$ cat src/rtl/mux_rr_sched_if.sv
// Handshake bundle between the requesters and the round-robin 4:1 mux scheduler.
// The master side drives req; the slave (scheduler) drives the mux controls and status.
interface mux_rr_sched_if;
  logic [3:0] req;
  logic       G;
  logic       A;
  logic       B;
  logic [3:0] grant;
  logic       busy;
  logic       done;

  modport master (output req, input G, A, B, grant, busy, done);
  modport slave  (input req, output G, A, B, grant, busy, done);
endinterface

$ cat src/rtl/mux_rr_sched.sv
// Round-robin scheduler for a shared 4:1 mux with strobe G (active low enable).
// Select lines only move while G is high, and every output comes straight from a flop.
module mux_rr_sched #(
  parameter int BURST_LEN = 8
) (
  input  logic                clk,
  input  logic                reset,
  mux_rr_sched_if.slave       bus,
  output logic [1:0]          o_dbg_state,
  output logic [1:0]          o_dbg_ptr
);

  typedef enum logic [1:0] {
    S_IDLE    = 2'd0,
    S_SETUP   = 2'd1,
    S_XFER    = 2'd2,
    S_RELEASE = 2'd3
  } state_t;

  localparam logic [7:0] LAST_CNT = 8'(BURST_LEN - 1);

  state_t     r_state, w_state_nxt;
  logic [1:0] r_ptr, w_ptr_nxt;
  logic [7:0] r_cnt, w_cnt_nxt;
  logic [1:0] r_sel, w_sel_nxt;
  logic [3:0] r_grant, w_grant_nxt;
  logic       r_g, w_g_nxt;
  logic       r_busy, w_busy_nxt;
  logic       r_done, w_done_nxt;
  logic [1:0] w_win;

  // Scan from ptr+3 down to ptr so the index closest to ptr is the last one written.
  always_comb begin
    w_win = r_ptr;
    for (int k = 3; k >= 0; k--) begin
      if (bus.req[2'(r_ptr + 2'(k))]) w_win = 2'(r_ptr + 2'(k));
    end
  end

  always_comb begin
    w_state_nxt = r_state;
    w_ptr_nxt   = r_ptr;
    w_cnt_nxt   = r_cnt;
    w_sel_nxt   = r_sel;
    w_grant_nxt = r_grant;
    w_g_nxt     = r_g;
    w_done_nxt  = 1'b0;
    case (r_state)
      S_IDLE: begin
        w_g_nxt     = 1'b1;
        w_grant_nxt = 4'b0000;
        if (bus.req != 4'b0000) begin
          w_state_nxt = S_SETUP;
          w_sel_nxt   = w_win;
          w_grant_nxt = 4'(4'b0001 << w_win);
        end
      end
      S_SETUP: begin
        w_state_nxt = S_XFER;
        w_g_nxt     = 1'b0;
        w_cnt_nxt   = 8'd0;
      end
      S_XFER: begin
        // Full burst and requester withdrawal share one exit path.
        if ((r_cnt == LAST_CNT) || !bus.req[r_sel]) begin
          w_state_nxt = S_RELEASE;
          w_g_nxt     = 1'b1;
          w_grant_nxt = 4'b0000;
          w_done_nxt  = 1'b1;
          w_ptr_nxt   = 2'(r_sel + 2'd1);
        end else begin
          w_cnt_nxt = 8'(r_cnt + 8'd1);
        end
      end
      S_RELEASE: begin
        w_state_nxt = S_IDLE;
      end
      default: begin
        w_state_nxt = S_IDLE;
        w_g_nxt     = 1'b1;
        w_grant_nxt = 4'b0000;
      end
    endcase
    w_busy_nxt = (w_state_nxt != S_IDLE);
  end

  always_ff @(posedge clk) begin
    if (reset) begin
      r_state <= S_IDLE;
      r_ptr   <= 2'd0;
      r_cnt   <= 8'd0;
      r_sel   <= 2'd0;
      r_grant <= 4'b0000;
      r_g     <= 1'b1;
      r_busy  <= 1'b0;
      r_done  <= 1'b0;
    end else begin
      r_state <= w_state_nxt;
      r_ptr   <= w_ptr_nxt;
      r_cnt   <= w_cnt_nxt;
      r_sel   <= w_sel_nxt;
      r_grant <= w_grant_nxt;
      r_g     <= w_g_nxt;
      r_busy  <= w_busy_nxt;
      r_done  <= w_done_nxt;
    end
  end

  assign bus.G       = r_g;
  assign bus.A       = r_sel[0];
  assign bus.B       = r_sel[1];
  assign bus.grant   = r_grant;
  assign bus.busy    = r_busy;
  assign bus.done    = r_done;
  assign o_dbg_state = r_state;
  assign o_dbg_ptr   = r_ptr;

endmodule

$ cat src/flat_wrapper.sv
// flat-port wrapper written by rule: the top's interface ports become plain ports
module mux_rr_sched_flat 
#(
  parameter int BURST_LEN = 8
)
  (clk, reset, o_dbg_state, o_dbg_ptr, bus_req, bus_G, bus_A, bus_B, bus_grant, bus_busy, bus_done);
  mux_rr_sched_if bus_i ();
  input  logic clk;
  input  logic reset;
  output logic [1:0] o_dbg_state;
  output logic [1:0] o_dbg_ptr;
  input wire logic [$bits(bus_i.req)-1:0] bus_req;
  output wire logic [$bits(bus_i.G)-1:0] bus_G;
  output wire logic [$bits(bus_i.A)-1:0] bus_A;
  output wire logic [$bits(bus_i.B)-1:0] bus_B;
  output wire logic [$bits(bus_i.grant)-1:0] bus_grant;
  output wire logic [$bits(bus_i.busy)-1:0] bus_busy;
  output wire logic [$bits(bus_i.done)-1:0] bus_done;
  assign bus_i.req = bus_req;
  assign bus_G = bus_i.G;
  assign bus_A = bus_i.A;
  assign bus_B = bus_i.B;
  assign bus_grant = bus_i.grant;
  assign bus_busy = bus_i.busy;
  assign bus_done = bus_i.done;
  mux_rr_sched #(.BURST_LEN(BURST_LEN)) u_core (.clk(clk), .reset(reset), .bus(bus_i), .o_dbg_state(o_dbg_state), .o_dbg_ptr(o_dbg_ptr));
endmodule
$ cat config.mk
export PLATFORM = sky130hd
export DESIGN_NAME = mux_rr_sched_flat
export DESIGN_NICKNAME = d
export VERILOG_FILES = /design/src/rtl/mux_rr_sched_if.sv /design/src/rtl/mux_rr_sched.sv /design/src/flat_wrapper.sv
export SDC_FILE = /design/constraint.sdc
export NUM_CORES = 1
export LEC_CHECK = 0
export CAP_MARGIN = 10
export CORE_ASPECT_RATIO = 1.4
export CORE_MARGIN = 3
export CORE_UTILIZATION = 44
export DETAILED_ROUTE_END_ITERATION = 8
export PLACE_DENSITY = 0.68
export SYNTH_ARGS = -nofsm -noshare
export SYNTH_HDL_FRONTEND = slang
export SYNTH_SLANG_ARGS = --single-unit
$ cat constraint.sdc
create_clock -name clk -period 2.16 [get_ports clk]
set_input_delay 0.648 -clock clk [delete_from_list [all_inputs] [get_ports clk]]
set_output_delay 0.648 -clock clk [all_outputs]
set_load 0.01 [all_outputs]
==> results.md, run 1 <==
Cells and area:
- Once layout is done, the placed cells without fillers occupy 1430 um2.
- The synthesis-to-finish area growth is 31.5%.
- For this run, the post-layout net count is 164.
- The post-route netlist has 19.6% of its cells at a drive strength greater than 1.
- The fraction of the core area covered by cells at the end of the flow is 63.6%.
- 0 antenna diodes ended up in the layout.
- The filler cell count is 210.
- The area of combinational cells with multiple inputs is 649 um2.
- The register area is between 400 and 500 um2.

Route:
- For this block, the via count after detailed routing is between 900 and 1k.
- The number of routed nets with antenna violations is 0.
- The number of DRC violations after detailed-routing iteration 0 is 15.
- The post-detailed-route DRC marker count is 0.
- The length of the first detailed-routing pass in iterations is 4.
- After detailed routing, the number of vias per cell comes to between 5 and 6.
- The total wire length is ~2400 um.
- The final routed wire length divided by cell count is between 10 and 15 um.

GRT:
- The initial antenna violation count is 0.
- The pin count of the biggest net entering global routing is 12.
- The met2 routing resource usage after global routing is 28.8%.
- The number of global-route vias before repair is 1001.
- After global routing, the most crowded layer is met2.
- Global routing consumed, over all layers together, 18.1% of the routing resources.
- For this run, global-route usage on met3 was measured as 2.78%.
- The first global-routing pass estimated 4210 um of wire.
- The met1 global-route usage is between 20% and 30%.
- Global routing finished with a remaining overflow of 0.

Critical path:
- The required time at the worst-slack endpoint is ~2400 ps.
- STA classifies the critical path startpoint as a primary input.
- The critical path goes through clkdlybuf4s50_1 > buf_4 > o41ai_2 > nor3_1 > and2b_2 > a22o_1.
- The largest single stage delay on the critical path is 490 ps.
- The kind of capture point of the worst setup path is a flop.
- The worst setup path category is primary input to flop.
- The slowest cell on the critical path is sky130_fd_sc_hd__clkdlybuf4s50_1.
- The worst-path maximum fanout is 5.
- The data arrival time of the worst path is between 2000 and 2500 ps.

Logic synthesis:
- The area of the mapped netlist is 1090 um2.
- Synthesis handed over a netlist of between 100 and 150 instances.
- Among all flip-flop cells after synthesis, the most frequent one is sky130_fd_sc_hd__dfxtp_1.
- By instance count, the leading cell after synthesis is sky130_fd_sc_hd__dfxtp_1.
- The number of nets produced by synthesis is roughly 130.
- The flip-flop and latch count after synthesis is 21.
- By count the netlist is led by sky130_fd_sc_hd__dfxtp_1 (21), sky130_fd_sc_hd__nor2_1 (12), sky130_fd_sc_hd__mux2i_1 (6), sky130_fd_sc_hd__nand2_1 (6), sky130_fd_sc_hd__nand2b_1 (6).
- The library cell occupying the most area in the post-synthesis netlist is sky130_fd_sc_hd__dfxtp_1.
- The share of synthesized flip-flops with an asynchronous set or reset is 0%.
- The count of flip-flops with a built-in enable after synthesis is 0.
- The yosys synthesis warning count is 0.
- The top cell type's share of synthesized area is between 30% and 40%.
- Ranked by total cell area, the synthesized netlist is headed by sky130_fd_sc_hd__dfxtp_1 (39%), sky130_fd_sc_hd__mux2i_1 (5.5%), sky130_fd_sc_hd__ha_1 (4.6%).
- A synthesized cell averages 9.22 um2.
- The netlist uses 42 different library cells.
- Of the synthesized area, sequential elements account for about two fifths.

Timing:
- Setup repair after global routing left no endpoint under its margin.
- Counting I/O delays and the setup requirement, the final critical path takes 2040 ps.
- Setup slack closes at 124 ps.
- The maximum clock rate is ~500 MHz.
- The final sum of negative setup slack is 0 ps.
- The number of failing setup endpoints in the final timing report is 0.
- The share of the cycle needed by the critical path after routing is approximately 94%.
- The normalized max-slew margin is approximately 73%.
- The final-report max-slew violation count came to 0.
- The count of final hold-check violations was 0.
- The largest clock skew in the final design is about 1.8 ps.
- The actual transition at the worst max-transition pin is 405 ps.

Power and ir drop:
- The leakage power of the design is around 0.60 nW.
- Summing internal, switching and leakage power gives around 1.4 mW.
- In this run the power density over the cells is roughly 950 nW/um2.
- The worst ir drop on vdd is about 0.00067 V.

Clocking:
- The total number of clock tree sinks is 21.
- The root cell of the clock tree is sky130_fd_sc_hd__clkbuf_4.
- The clock latency on the worst-skew pair is 300 ps.
- The maximum level of the CTS H-tree is 1.
- The CTS tree is built.
- The clock transition at the registers of the reported paths is approximately 110 ps.
- The maximum clock path buffer count is 2.
- The TritonCTS buffer count is 3.

Placement:
- Buffers placed on the I/O ports in this run total 18.
- The congestion estimate from routability-driven global placement came to around 0.80.
- Detailed placement ended at an HPWL of approximately 1900 um.
- Before CTS, the worst setup slack after placement is -319 ps.
- The total placed instance area is 1400 um2.

Flow run:
- The number of max-cap violations is 0.

Outcome:
- The run finished with clean final reports.

Floorplanning:
- The die is a little under 50 um wide.
- The initial utilization of the core area, before any placement, comes to approximately half.
- The floorplan die area is ~3100 um2.
- The area of the core is roughly 2300 um2.
- The I/O pin count is 19.
- Row generation in the floorplan step produced 20 rows.
- The floorplan step set the die height to 64.9 um.

Hold path:
- The worst hold-check path type is flop to flop.
power by group:
part	internal [mW]	switching (mW)
Combinational	0.363	0.299
Clock	0.0720	0.118
Sequential	0.458	0.0529
Total	0.893	0.470
layout by cell type, fill, tap and decap left out, drive strengths merged, types with 2 or more instances in the layout:
master         netlist  routed
inv                  3       3
nor2                13      13
a21oi                4       4
o21ba                2       2
nand2b               6       6
a21o                 4       4
buf                  0      15
dlymetal6s2s         0       2
ha                   4       4
nor2b                4       4
xnor2                3       3
nor3                 4       4
nand2                6       6
a22o                 2       2
mux2i                6       6
clkdlybuf4s50        0      15
o21ai                6       6
clkbuf               2       4
a211oi               2       2
nor3b                2       2
dfxtp               21      21
nor4b                2       2
or2                  2       2
nand3                3       3
registers in the layout, indices dropped and copies added, names as in the netlist:
name / cells
u_core.bus.grant: 4
u_core.o_dbg_ptr: 2
u_core.r_sel: 2
u_core.o_dbg_state: 2
u_core.bus.done: 1
u_core.bus.G: 1
u_core.r_cnt: 8
u_core.bus.busy: 1
repair_timing:
item / 4_1_cts / 5_1_grt
hold buffers: 0 / 0
setup endpoints to repair: 1 / 3
setup buffers: 0 / 0
pin swaps: 0 / 1
resized for setup: 1 / 2
cloned: 0 / 0
layout make-up:
type	instances	share of cell area, %
Sequential cell	21	29.4
Clock buffer	4	1.84
Tap cell	22	1.92
Multi-Input combinational cell	92	45.4
Timing Repair Buffer	33	20.7
Inverter	3	0.787
cells by family (layout without fill, tap and decap cells):
group | after synthesis | count (layout) | share of synthesized area (%)
AO/OA/AOI/OAI | 28 | 28 | 20.2
multiplexers | 7 | 7 | 6.55
AND/OR/NAND/NOR | 49 | 49 | 25.1
XOR/XNOR | 4 | 4 | 3.22
buffers and inverters | 5 | 40 | 1.72
adder cells (fa/ha/maj) | 4 | 4 | 4.60
flip-flops | 21 | 21 | 38.6
path summary, 6_finish.rpt:
path,slack [ps],to,startpoint,cells after the start
min reg2reg,470,u_core.bus.grant[0],u_core.bus.grant[0],1
max reg2reg,270,u_core.o_dbg_ptr[0],u_core.r_cnt[0],7
min,470,u_core.bus.grant[0],u_core.bus.grant[0],1
max,120,u_core.bus.grant[2],bus_req[1],6
layer usage:
layer  routed length, um  vias up
met3                  77        6
met4                  42        0
met2                1170       22
li1                    -      493
met1                1060      447
met5                   0        -
metrics by stage:
stage               hold WS [ps]  instances
finish                       471        175
global route                 514        175
CTS                          477        175
detailed placement           449        171
global placement             433        171
floorplan                    460        118
critical path, delay by kind of cell:
kind	cells	cell delay, ps
buf+inv	2	660
simple gates	2	330
compound gates	2	600
Power figures use the tool's default switching activity.
==> run 2: changes to the inputs <==
--- a/config.mk
+++ b/config.mk
@@ -7,7 +7,6 @@
 export LEC_CHECK = 0
 export CAP_MARGIN = 10
 export CORE_ASPECT_RATIO = 1.4
-export CORE_MARGIN = 3
 export CORE_UTILIZATION = 44
 export DETAILED_ROUTE_END_ITERATION = 8
 export PLACE_DENSITY = 0.68
==> results.md, run 2 (synthesized netlist as in run 1, its figures left out) <==
Timing:
- The minimum hold slack is 467 ps (-4.17 ps).
- The number of failing setup endpoints in the final timing report came to 0 (unchanged).
- The count of final hold-check violations is 0 (unchanged).
- The final-report max-slew violation count was 0 (unchanged).
- The time the final worst path needs with I/O delays and setup was 2040 ps (+4.08 ps).
- The normalized max-slew margin was 73.1% (+0.25 points).
- The largest clock skew in the final design is 6.94 ps (+5.13 ps).
- The maximum clock rate is 490 MHz (-0.20%).
- The share of the cycle needed by the critical path after routing was 94.4% (+0.19 points).
- Setup repair after global routing left no endpoint under its margin.
- The actual transition at the worst max-transition pin is 400 ps (-5.73 ps).
- The post-route worst setup slack came to 120 ps (-4.08 ps).

Critical path:
- The data arrival time of the worst path is 1390 ps (-850 ps).
- The slowest stage of the critical path belongs to the cell sky130_fd_sc_hd__clkdlybuf4s50_1.
- The worst setup path category is flop to output port.
- The largest delay contributor family on the critical path is buffers and inverters.
- The logic depth of the worst path, buffers included is 1 (-5).
- The capture point of the worst reg-to-reg path is u_core.o_dbg_ptr[0].
- The required time at the worst-slack endpoint is 1510 ps (-860 ps).
- The worst-path maximum fanout is 7 (+2).
- The critical path startpoint is u_core.o_dbg_ptr[1].
- The critical path ends at o_dbg_ptr[1].
- The count of buffering cells on the critical path with inverters included is 1 (-1).
- The startpoint of the lowest-slack register-to-register path is u_core.r_cnt[0].
- The worst reg-to-reg setup slack is 250 ps (-20 ps).
- Traced cell by cell, the critical path runs through clkdlybuf4s50_1.
- The delay contributed by the slowest stage of the critical path came to 590 ps (+100 ps).
- The cell depth of the worst flop-to-flop path came to 7 (unchanged).
- The kind of start point of the critical path is a flop.
- STA classifies the critical path endpoint as an output port.

Clocking:
- CTS placed an instance of sky130_fd_sc_hd__clkbuf_4 at the clock tree root.
- TritonCTS built the clock tree.
- The quantity of hold-fixing buffers added after cts is 0 (unchanged).
- The TritonCTS buffer count is 3 (unchanged).
- The maximum clock path buffer count was 2 (unchanged).
- The clock latency on the worst-skew pair came to 300 ps (about the same).
- The maximum level of the CTS H-tree came to 1 (unchanged).
- The clock transition at the registers of the reported paths is 110 ps (about the same).
- The total number of clock tree sinks came to 21 (unchanged).

Hold path:
- The tightest min-delay check is of the flop to flop type.

Floorplanning:
- The floorplan die area is 2680 um2 (-14%).
- The area of the core is 2360 um2 (+5.0%).
- The standard-cell row count came to 21 (+5.0%).
- The vertical extent of the die came to 60.9 um (-6.2%).
- The I/O pin count is 19 (unchanged).
- The die width is 44.0 um (-8.3%).
- The starting density of the core is 46.0% (-2.3 points).

Placement:
- The pre-CTS worst setup slack came to -274 ps (+45.2 ps).
- The total placed cells including tap cells is 171 (unchanged).
- The global placement routability congestion is 0.742 (-7.5%).
- The final HPWL from detailed placement was 1810 um (-3.4%).
- The quantity of I/O buffers inserted on ports was 18 (unchanged).

Cells and area:
- Relative to the synthesized area, the layout overhead comes to 32.0%.
- The register area is 420 um2 (unchanged).
- The antenna diode count is 0 (unchanged).
- The register with the highest flop count is u_core.r_cnt.
- The count of nets after finishing came to 163 (-0.61%).
- The fraction of final layout cells sized beyond drive strength 1 is 19.1% (-0.53 points).
- The library cell used most frequently in the layout, excluding fill and tap cells, is sky130_fd_sc_hd__dfxtp_1.
- In the layout the commonest cells are sky130_fd_sc_hd__dfxtp_1 (21), sky130_fd_sc_hd__clkdlybuf4s50_1 (14), sky130_fd_sc_hd__buf_4 (14).
- The flip-flop count of the largest register, all copies and words added is 8 (unchanged).
- The area of combinational cells with multiple inputs is 654 um2 (+0.77%).
- The number of non-filler instances in the completed layout is 175 (unchanged).
- The filler cell count came to 212 (+0.95%).
- The fraction of the core area covered by cells at the end of the flow is 60.7% (-2.8 points).

GRT:
- The initial antenna violation count is 0 (unchanged).
- The overall global routing resource usage is 19.0% (+0.85 points).
- The number of global-route vias before repair came to 901 (-10%).
- The pin count of the biggest net entering global routing is 12 (unchanged).
- The wire length of the first global-routing pass is 3770 um (-11%).
- The global-route congestion overflow total was 0 (unchanged).

Power and ir drop:
- The worst ir drop on vdd is 0.000554 V (-18%).
- The total power after layout is 1.35 mW (-0.96%).
- The leakage power of the design was 0.616 nW (+1.9%).
- The power density over cell area is 940 nW/um2 (-1.3%).

Route:
- The total wire length came to 2300 um (-2.5%).
- The vias per cell was 5.57 (+0.72%).
- The length of the first detailed-routing pass in iterations is 8 (+4).
- The post-detailed-route DRC marker count is 1 (+1).
- The total vias in the final route is 975 (+0.72%).
- The final routed wire length divided by cell count is 13.1 um (-2.5%).
- The number of routed nets with antenna violations was 0 (unchanged).
- The number of DRC violations after detailed-routing iteration 0 is 28 (+13).

Flow run:
- The number of max-cap violations is 0 (unchanged).

Outcome:
- The final reports fail on DRC.
- The flow ran to the end, but the final reports show violations.
==> run 2: cell types whose count changed in the layout (fill, tap and decap cells not counted), sizes merged <==
cell | before | now
buf | 15 | 14
clkdlybuf4s50 | 15 | 14
dlygate4sd2 | 1 | 0
dlymetal6s2s | 2 | 4
==> run 2: through the flow <==
stage	instance area (um2)	TNS, ps
final	1440	0
after CTS	1420	0
after global placement	1400	-2470
after global routing	1440	0
after floorplan	1090	0
after detailed placement	1400	-2890
==> run 2: worst min path at each step <==
| stage | startpoint | end | slack, ps | depth (start not counted) |
|---|---|---|---|---|
| 2_1_floorplan | u_core.r_cnt[3] | u_core.r_cnt[3] | 460 | 2 |
| 6_report | u_core.bus.grant[0] | u_core.bus.grant[0] | 470 | 1 |
| 4_1_cts | u_core.bus.grant[0] | u_core.bus.grant[0] | 480 | 1 |
| 3_5_place_dp | u_core.bus.grant[0] | u_core.bus.grant[0] | 450 | 1 |
| 5_1_grt | u_core.bus.grant[2] | u_core.bus.grant[2] | 510 | 1 |
| 3_3_place_gp | u_core.bus.grant[0] | u_core.bus.grant[0] | 440 | 1 |
==> run 2: layout make-up <==
class	count	share of cell area, %
flip-flops and latches	21	29.3
clock buffers	4	1.83
well taps	23	2.00
multi-input cells	92	45.6
inverters	3	0.784
repair buffers	32	20.6
==> run 2: what timing repair did <==
| item | in CTS | in global routing |
|---|---|---|
| endpoints found under the setup margin | 0 | 4 |
| buffers inserted | 0 | 0 |
| resized for setup | 0 | 6 |
==> run 2: layer usage <==
metal  GRT usage, %  wire, um  up-vias
met3           1.79        77        2
li1               -         -      491
met5              0         0        -
met2           36.1      1260       24
met1           20.4       937      458
met4           9.09        20        0
==> run 2: where the power goes <==
group	total (mW)	internal (mW)	switching, mW
combinational	0.652	0.356	0.296
clock	0.183	0.0719	0.111
sequential	0.515	0.458	0.0564
==> run 3: changes to the inputs <==
--- a/config.mk
+++ b/config.mk
@@ -7,9 +7,9 @@
 export LEC_CHECK = 0
 export CAP_MARGIN = 10
 export CORE_ASPECT_RATIO = 1.4
-export CORE_UTILIZATION = 44
+export CORE_UTILIZATION = 45
 export DETAILED_ROUTE_END_ITERATION = 8
-export PLACE_DENSITY = 0.68
+export DONT_BUFFER_PORTS = 1
 export SYNTH_ARGS = -nofsm -noshare
 export SYNTH_HDL_FRONTEND = slang
 export SYNTH_SLANG_ARGS = --single-unit
==> results.md, run 3 (synthesized netlist as in run 1, its figures left out) <==
Route:
- The total wire length was 2180 um (-4.9%).
- The length of the first detailed-routing pass in iterations is 5 (-3).
- The number of DRC violations after detailed-routing iteration 0 was 16 (-43%).
- The number of routed nets with antenna violations is 0 (unchanged).
- The vias per cell is 5.99 (+7.6%).
- The final routed wire length divided by cell count is 15.3 um (+16%).
- The post-detailed-route DRC marker count is 4 (+3).
- The total vias in the final route is 857 (-12%).

Floorplanning:
- The floorplan die area was 2620 um2 (-2.1%).
- The I/O pin count is 19 (unchanged).
- The die width is 43.6 um (-1.1%).
- The area of the core is 2230 um2 (-5.8%).
- The standard-cell row count is 20 (-4.8%).
- The starting density of the core is 48.9% (+2.8 points).
- The vertical extent of the die is 60.2 um (-1.1%).

Power and ir drop:
- The power density over cell area is 1020 nW/um2 (+8.7%).
- The leakage power of the design is 0.454 nW (-26%).
- The worst ir drop on vdd is 0.000442 V (-20%).
- The total power after layout is 1.17 mW (-13%).

Clocking:
- The TritonCTS buffer count came to 3 (unchanged).
- The clock transition at the registers of the reported paths is 120 ps (about the same).
- The number of buffers inserted by post-CTS setup repair is 0 (unchanged).
- The number of gates resized after CTS came to 0 (unchanged).
- The tree is rooted in a sky130_fd_sc_hd__clkbuf_4.
- The CTS tree is built.
- The maximum level of the CTS H-tree came to 1 (unchanged).
- The total number of clock tree sinks was 21 (unchanged).
- The clock latency on the worst-skew pair is 300 ps (about the same).
- The quantity of hold-fixing buffers added after cts was 0 (unchanged).
- The maximum clock path buffer count is 2 (unchanged).

GRT:
- The number of global-route vias before repair came to 872 (-3.2%).
- The pin count of the biggest net entering global routing was 21 (+9).
- The overall global routing resource usage was 19.5% (+0.58 points).
- The initial antenna violation count is 0 (unchanged).
- The wire length of the first global-routing pass is 3840 um (+2.0%).
- The global-route congestion overflow total was 0 (unchanged).

Timing:
- The number of failing setup endpoints in the final timing report is 0 (unchanged).
- The normalized max-slew margin is 65.3% (-7.8 points).
- The minimum hold slack is 399 ps (-68.1 ps).
- The count of final hold-check violations came to 0 (unchanged).
- The time the final worst path needs with I/O delays and setup is 1890 ps (-153 ps).
- The final sum of negative setup slack is 0 ps (unchanged).
- The post-route worst setup slack was 274 ps (+153 ps).
- The share of the cycle needed by the critical path after routing was 87.3% (-7.1 points).
- The largest clock skew in the final design came to 6.07 ps (-0.867 ps).
- Setup repair after global routing left no endpoint under its margin.
- The maximum clock rate is 530 MHz (+8.1%).
- The final-report max-slew violation count is 0 (unchanged).
- The actual transition at the worst max-transition pin is 515 ps (+116 ps).

Critical path:
- The worst setup path is launched from a flop.
- The required time at the worst-slack endpoint is 2360 ps (+850 ps).
- The critical path startpoint is u_core.o_dbg_state[0].
- The cell depth of the worst flop-to-flop path is 7 (unchanged).
- The signal on the critical path passes through inv_1 > ha_1 > nand2b_1 > o22a_1 > nor2_2 > and4bb_2 > a211o_1.
- The worst setup path is of the flop to flop kind.
- The worst-path maximum fanout is 8 (+1).
- The worst setup path is captured at a flop.
- The startpoint of the lowest-slack register-to-register path is u_core.o_dbg_state[0].
- The data arrival time of the worst path came to 2090 ps (+700 ps).
- The delay contributed by the slowest stage of the critical path is 430 ps (-160 ps).
- The slowest cell on the critical path is sky130_fd_sc_hd__dfxtp_1.

Placement:
- The final HPWL from detailed placement was 1710 um (-5.9%).
- The quantity of I/O buffers inserted on ports was 0 (-18).
- The global placement routability congestion is 0.756 (+1.9%).
- The pre-CTS worst setup slack was 178 ps (+452 ps).

Hold path:
- The worst hold-check path type is primary input to flop.
- The cell depth of the worst hold path is 1 (unchanged).
- The origin of the worst min-delay path is reset.

Cells and area:
- The fraction of final layout cells sized beyond drive strength 1 was 14.0% (-5.0 points).
- In the layout the commonest cells are sky130_fd_sc_hd__dfxtp_1 (21), sky130_fd_sc_hd__nor2_1 (12), sky130_fd_sc_hd__mux2i_1 (6), sky130_fd_sc_hd__nand2_1 (6), sky130_fd_sc_hd__nand2b_1 (6).
- The count of nets after finishing is 132 (-19%).
- The filler cell count is 226 (+6.6%).
- Compared with the post-synthesis result, the final layout area differs by 5.06%.
- The flip-flop count of the largest register, all copies and words added came to 8 (unchanged).
- The register with the highest flop count is u_core.r_cnt.
- Leaving out fill and tap cells, the most frequent cell in the layout is sky130_fd_sc_hd__dfxtp_1.
- The antenna diode count is 0 (unchanged).

Outcome:
- The flow ran to the end, but the final reports show violations.
- The checks that failed: DRC.

Flow run:
- The number of max-cap violations is 0 (unchanged).
run 3: path summary, 6_finish.rpt:
path                              end  slack [ps]
hold / removal    u_core.bus.grant[1]         400
setup / recovery      u_core.r_cnt[2]         270
hold reg to reg   u_core.bus.grant[1]         520
setup reg to reg      u_core.r_cnt[2]         270
run 3: metrics by stage:
| stage | area (um2) | util [%] | std cells |
|---|---|---|---|
| 6_report | 1140 | 51.3 | 143 |
| 5_1_grt | 1140 | 51.3 | 143 |
| 4_1_cts | 1140 | 51.3 | 143 |
| 3_5_place_dp | 1120 | 50.1 | 139 |
| 3_3_place_gp | 1120 | 50.1 | 139 |
| 2_1_floorplan | 1090 | - | 118 |
run 3: layout make-up:
cell class                      instances  area (um2)  share of cell area, %
Multi-Input combinational cell         92         649                   56.8
Sequential cell                        21         420                   36.8
Tap cell                               22        27.5                   2.41
Clock buffer                            3        22.5                   1.97
Inverter                                3        11.3                  0.985
Timing Repair Buffer                    1        7.51                  0.656
Clock inverter                          1        5.00                  0.438
run 3: where the power goes:
part	switching (mW)	internal [mW]	total [mW]
sequential	0.0963	0.459	0.555
combinational	0.225	0.205	0.430
clock	0.114	0.0689	0.183
total	0.436	0.733	1.17
run 3: worst max-delay path, delay by kind of cell, from the launching register on:
kind	cells	cell delay (ps)
flip-flops	1	430
AO/OA/AOI/OAI	2	530
buffers and inverters	1	100
adder cells (fa/ha/maj)	1	280
AND/OR/NAND/NOR	3	460
run 3: per-layer routing:
layer / GRT usage [%] / part of all wire [%]
met2: 37.3 / 57
met3: 3.02 / 3.4
met1: 21.1 / 39
met5: 0 / 0
met4: 6.70 / 0.96
